===== src/rtl/ifu.sv =====
// Instruction fetch unit: owns the PC, fetches one word at a time from imem and
// holds it for decode. Optional perf counters are enabled with IFU_PERF_EN.
module ifu #(
    parameter logic [31:0] RESET_PC = 32'h8000_0000
) (
    input  logic        clk,
    input  logic        rst,
    output logic        imem_req_valid,
    input  logic        imem_req_ready,
    output logic [31:0] imem_addr,
    input  logic        imem_resp_valid,
    input  logic [31:0] imem_rdata,
    output logic        inst_valid,
    input  logic        inst_ready,
    output logic [31:0] inst,
    output logic [31:0] inst_pc,
    input  logic        redirect_valid,
    input  logic [31:0] redirect_pc,
    output logic        misalign_err
`ifdef IFU_PERF_EN
    ,
    output logic [63:0] perf_fetch_cnt,
    output logic [63:0] perf_stall_cnt
`endif
);

    typedef enum logic [1:0] {
        S_REQ  = 2'd0,
        S_WAIT = 2'd1,
        S_HOLD = 2'd2
    } state_t;

    state_t      state_q;
    logic [31:0] pc_q;
    logic [31:0] pc_d;
    logic [31:0] inst_q;
    logic [31:0] inst_pc_q;
    logic        kill_q;
    logic        req_valid_q;
    logic        inst_valid_q;
    logic        misalign_q;

    assign imem_req_valid = req_valid_q;
    assign imem_addr      = pc_q;
    assign inst_valid     = inst_valid_q;
    assign inst           = inst_q;
    assign inst_pc        = inst_pc_q;
    assign misalign_err   = misalign_q;

    // Next PC: a redirect always beats the sequential advance on consume.
    always_comb begin
        pc_d = pc_q;
        if (redirect_valid) begin
            pc_d = {redirect_pc[31:2], 2'b00};
        end else if ((state_q == S_HOLD) && inst_ready) begin
            pc_d = pc_q + 32'd4;
        end else begin
            pc_d = pc_q;
        end
    end

    // Fetch FSM with its registered outputs and the stale-fetch kill flag.
    always_ff @(posedge clk or posedge rst) begin
        if (rst) begin
            state_q      <= S_REQ;
            pc_q         <= RESET_PC;
            inst_q       <= 32'd0;
            inst_pc_q    <= 32'd0;
            kill_q       <= 1'b0;
            req_valid_q  <= 1'b1;
            inst_valid_q <= 1'b0;
            misalign_q   <= 1'b0;
        end else begin
            pc_q <= pc_d;
            if (redirect_valid && (redirect_pc[1:0] != 2'b00)) begin
                misalign_q <= 1'b1;
            end
            case (state_q)
                S_REQ: begin
                    if (imem_req_ready) begin
                        state_q     <= S_WAIT;
                        req_valid_q <= 1'b0;
                        // Accepted request targets the old PC if a redirect lands now.
                        kill_q      <= redirect_valid;
                    end
                end
                S_WAIT: begin
                    if (imem_resp_valid) begin
                        if (kill_q || redirect_valid) begin
                            state_q     <= S_REQ;
                            req_valid_q <= 1'b1;
                            kill_q      <= 1'b0;
                        end else begin
                            inst_q       <= imem_rdata;
                            inst_pc_q    <= pc_q;
                            state_q      <= S_HOLD;
                            inst_valid_q <= 1'b1;
                        end
                    end else if (redirect_valid) begin
                        kill_q <= 1'b1;
                    end
                end
                S_HOLD: begin
                    if (redirect_valid || inst_ready) begin
                        state_q      <= S_REQ;
                        inst_valid_q <= 1'b0;
                        req_valid_q  <= 1'b1;
                    end
                end
                default: begin
                    state_q      <= S_REQ;
                    req_valid_q  <= 1'b1;
                    inst_valid_q <= 1'b0;
                    kill_q       <= 1'b0;
                end
            endcase
        end
    end

`ifdef IFU_PERF_EN
    // Consumed-instruction and stall-cycle counters, wrapping at 2^64.
    always_ff @(posedge clk or posedge rst) begin
        if (rst) begin
            perf_fetch_cnt <= 64'd0;
            perf_stall_cnt <= 64'd0;
        end else begin
            if (inst_valid_q && inst_ready) begin
                perf_fetch_cnt <= perf_fetch_cnt + 64'd1;
            end
            if ((state_q == S_WAIT) || ((state_q == S_HOLD) && !inst_ready)) begin
                perf_stall_cnt <= perf_stall_cnt + 64'd1;
            end
        end
    end
`endif

endmodule


===== config.mk =====
export PLATFORM = sky130hd
export DESIGN_NAME = ifu
export DESIGN_NICKNAME = d
export VERILOG_FILES = /design/src/rtl/ifu.sv
export SDC_FILE = /design/constraint.sdc
export NUM_CORES = 1
export LEC_CHECK = 0
export CORE_ASPECT_RATIO = 1.5
export CORE_UTILIZATION = 40
export DETAILED_ROUTE_END_ITERATION = 8
export HOLD_SLACK_MARGIN = 0.15
export PLACE_DENSITY = 0.85
export SYNTH_ARGS = -nofsm -noshare
export SYNTH_HDL_FRONTEND = slang
export SYNTH_SLANG_ARGS = --single-unit

===== constraint.sdc =====
create_clock -name clk -period 2.9 [get_ports clk]
set_input_delay 0.29 -clock clk [delete_from_list [all_inputs] [get_ports clk]]
set_output_delay 0.29 -clock clk [all_outputs]
set_load 0.1 [all_outputs]

==> results.py <==
metrics = {
    "clock_tree": {
        "cts_tree": "yes",
        "clock_latency_ns": 0.34,
        "cts_resized": 0,
        "cts_buffer_depth": 2,
        "cts.sinks": 98,
        "cts_setup_buffers": 0,
        "cts-htree-levels": 3,
        "hold_buffers": 0,
        "cts_made_buffers": 9,
        "cts.clk_slew.worst_paths_ns": 0.06,
        "cts-root-buf": "clkbuf_16",
    },
    "yosys": {
        "synthCells": 370,
        "synth_mux_area_share_pct": 16.2,
        "synth_edf_count": 0,
        "syn_area_per_cell_sq_um": 11.8,
        "synth_cell_type_count": 43,
        "ys_seq_elements": 98,
        "ys.flop_type": "dfrtp_1",
        "yosys.area_share.adder_pct": 0.286,
        "synth_compound_area_share_pct": 8.15,
        "async_flop_share_pct": 100,
        "synth_top_family_by_area": "multiplexers",
        "yosys.area_share.simple_pct": 13.7,
        "synth_xor_area_share_pct": 2.00,
        "yosys_warnings": 0,
        "yosysSeqAreaShare_pct": 56.1,
        "synth_area_sq_um": 4380,
    },
    "route": {
        "viasPerCell": 5.17,
        "initialDrtViolationCount": 214,
        "vias": 3521,
        "ant_nets": 0,
        "drtPass1Iterations": 4,
        "wl_um": 10800,
        "wl_met3_um": 550,
        "drt-met1-wl_um": 4300,
        "wl_per_cell_um": 15.9,
        "maxUsedRoutingLayer": "met4",
        "drc": 0,
        "route.met2.wl_um": 5790,
    },
    "worst_setup_path": {
        "worstRegToRegCells": 5,
        "r2r-end": "imem_addr[30]",
        "crit_path_end_kind": "flip-flop",
        "r2r_slack_ns": 0.54,
        "worstPathRequired_ns": 3.15,
        "worst-setup-path-type": "flip-flop to flip-flop",
        "worst_ep_arrival_time_ns": 2.60,
        "reg2reg_from": "imem_addr[3]",
        "critPathLaunchType": "flip-flop",
        "worstPathMaxFanout": 8,
    },
    "sta": {
        "fmax_ghz": 0.425,
        "tightest_slew_ns": 0.562,
        "setup-tns-final_ns": 0,
        "fin_crit_sh_pct": 81.2,
        "relSlewSlack_pct": 62.5,
        "clock-skew-final_ns": 0.00622,
        "fin_crit_ns": 2.36,
        "rsz0062_at_grt": "false",
        "hold_viol": 0,
        "slew_violations": 0,
        "finalSetupViolations": 0,
    },
    "final_layout": {
        "stdcell_count": 681,
        "drive_gt1_share_pct": 34.5,
        "area_growth_pct": 41.9,
        "diodes": 0,
        "final_util_pct": 58.7,
        "nNetsFinal": 603,
    },
    "floorplanning": {
        "die_area_sq_um": 11400,
        "coreArea_sq_um": 10600,
        "io_pins": 169,
        "die_x_um": 87.4,
        "die_y_um": 130,
        "initial_core_util_pct": 41.3,
        "rows": 46,
    },
    "status": {
        "outcome": "finished, final reports clean",
    },
    "global_route": {
        "grt_pass1_vias": 3457,
        "gr-usage-all-layers_pct": 19.1,
        "overflow": 0,
        "grt_pass1_wl_um": 16600,
        "grt_max_degree": 43,
        "antenna_found_initial": 0,
    },
    "placement": {
        "place_congestion": 0.767,
        "dp_hpwl_um": 7980,
        "io_buffer_count": 164,
        "dp.cells": 665,
    },
    "run": {
        "drv_cap": 0,
    },
    "hold_path": {
        "min_path_type": "input port to async pin",
    },
}
placed cells by master, fill, tap and decap left out, types with 2 or more instances in the layout:
cell	n
a21oi_1	3
nor4_1	4
xnor2_1	5
dfstp_2	2
clkdlybuf4s50_1	69
conb_1	4
o21a_1	2
a31oi_1	16
nand4b_1	2
xor2_1	5
dfrtp_1	96
mux2_2	61
nand4_1	7
inv_1	6
clkbuf_1	3
nor2_1	21
nand3b_1	4
clkbuf_16	9
nand2_1	26
buf_4	101
or3_1	3
o21ai_0	18
nand2b_1	3
nand3_1	11
or4_1	17
or2_2	3
clkbuf_8	3
o31ai_1	14
how the worst max path moves through the flow:
stage                 startpoint             to  slack (ns)  depth (start not counted)
floorplan                    rst  imem_addr[10]        0.05                          1
global placement      inst_ready  imem_addr[27]        0.48                          5
detailed placement    inst_ready  imem_addr[29]        0.41                          5
CTS                 imem_addr[3]  imem_addr[30]        0.56                          5
global route        imem_addr[3]  imem_addr[26]        0.48                          5
finish              imem_addr[3]  imem_addr[30]        0.54                          5
flip-flops by register name (all words and copies together) (netlist names):
name	flops
inst_pc	30
kill_q	1
imem_addr	30
imem_req_valid	1
inst	32
state_q	2
misalign_err	1
inst_valid	1
Yosys cell counts, types with 4 or more instances:
cell      count  share of area (%)
nand4_1       7                1.0
o31ai_1      14                2.4
dfrtp_1      96                 55
o21ai_0      18                2.1
nand3b_1      4               0.69
nand2_1      26                2.2
buf_4         4               0.69
buf_2         5               0.57
xor2_1        5                1.0
xnor2_1       5                1.0
mux2_2       61                 16
nor4_1        4               0.57
inv_1         7               0.60
a31oi_1      16                2.3
nand3_1      11                1.3
clkbuf_1     12                1.0
or4_1        17                2.9
nor2_1       21                1.8
critical path, stage by stage (launching register included):
cell	delay [ns]
dfrtp_1	0.47
ha_1	0.25
nand2_1	0.16
or4_1	0.67
or4_1	0.52
a31oi_1	0.20
metrics by stage:
step / hold WS (ns) / area [sq um] / setup WS (ns)
detailed placement: 0.462 / 5930 / 0.408
global route: 0.414 / 6210 / 0.477
CTS: 0.374 / 6210 / 0.563
global placement: 0.454 / 5930 / 0.480
finish: 0.359 / 6210 / 0.545
floorplan: 0.409 / 4390 / 0.0512
logic make-up (layout without fill, tap and decap cells):
kind of cell,after synthesis,after routing
AOI/OAI and AO/OA,57,57
xor gates and xnor gates,10,10
adders and majority gates,1,1
buffers and inverters,31,195
DFF,98,98
muxes,63,63
other,1,4
and+or+nand+nor,109,109
area by class of cell:
class                      instances  area [sq um]
clock inverter                     1          8.76
timing repair buffer             171          1470
inverter                           8          32.5
fill                             953          4380
clock buffer                      15           278
sequential                        98          2450
tap                              144           180
multi-input combinational        244          1790
routing by layer:
metal	track usage [%]	up-vias
met4	7.23	0
li1	-	1664
met5	0	-
met1	22.6	1731
met2	34.1	116
met3	3.67	10
Power is not shown: default switching activity piles up to over one toggle a cycle in this logic, so the estimate is an artifact.
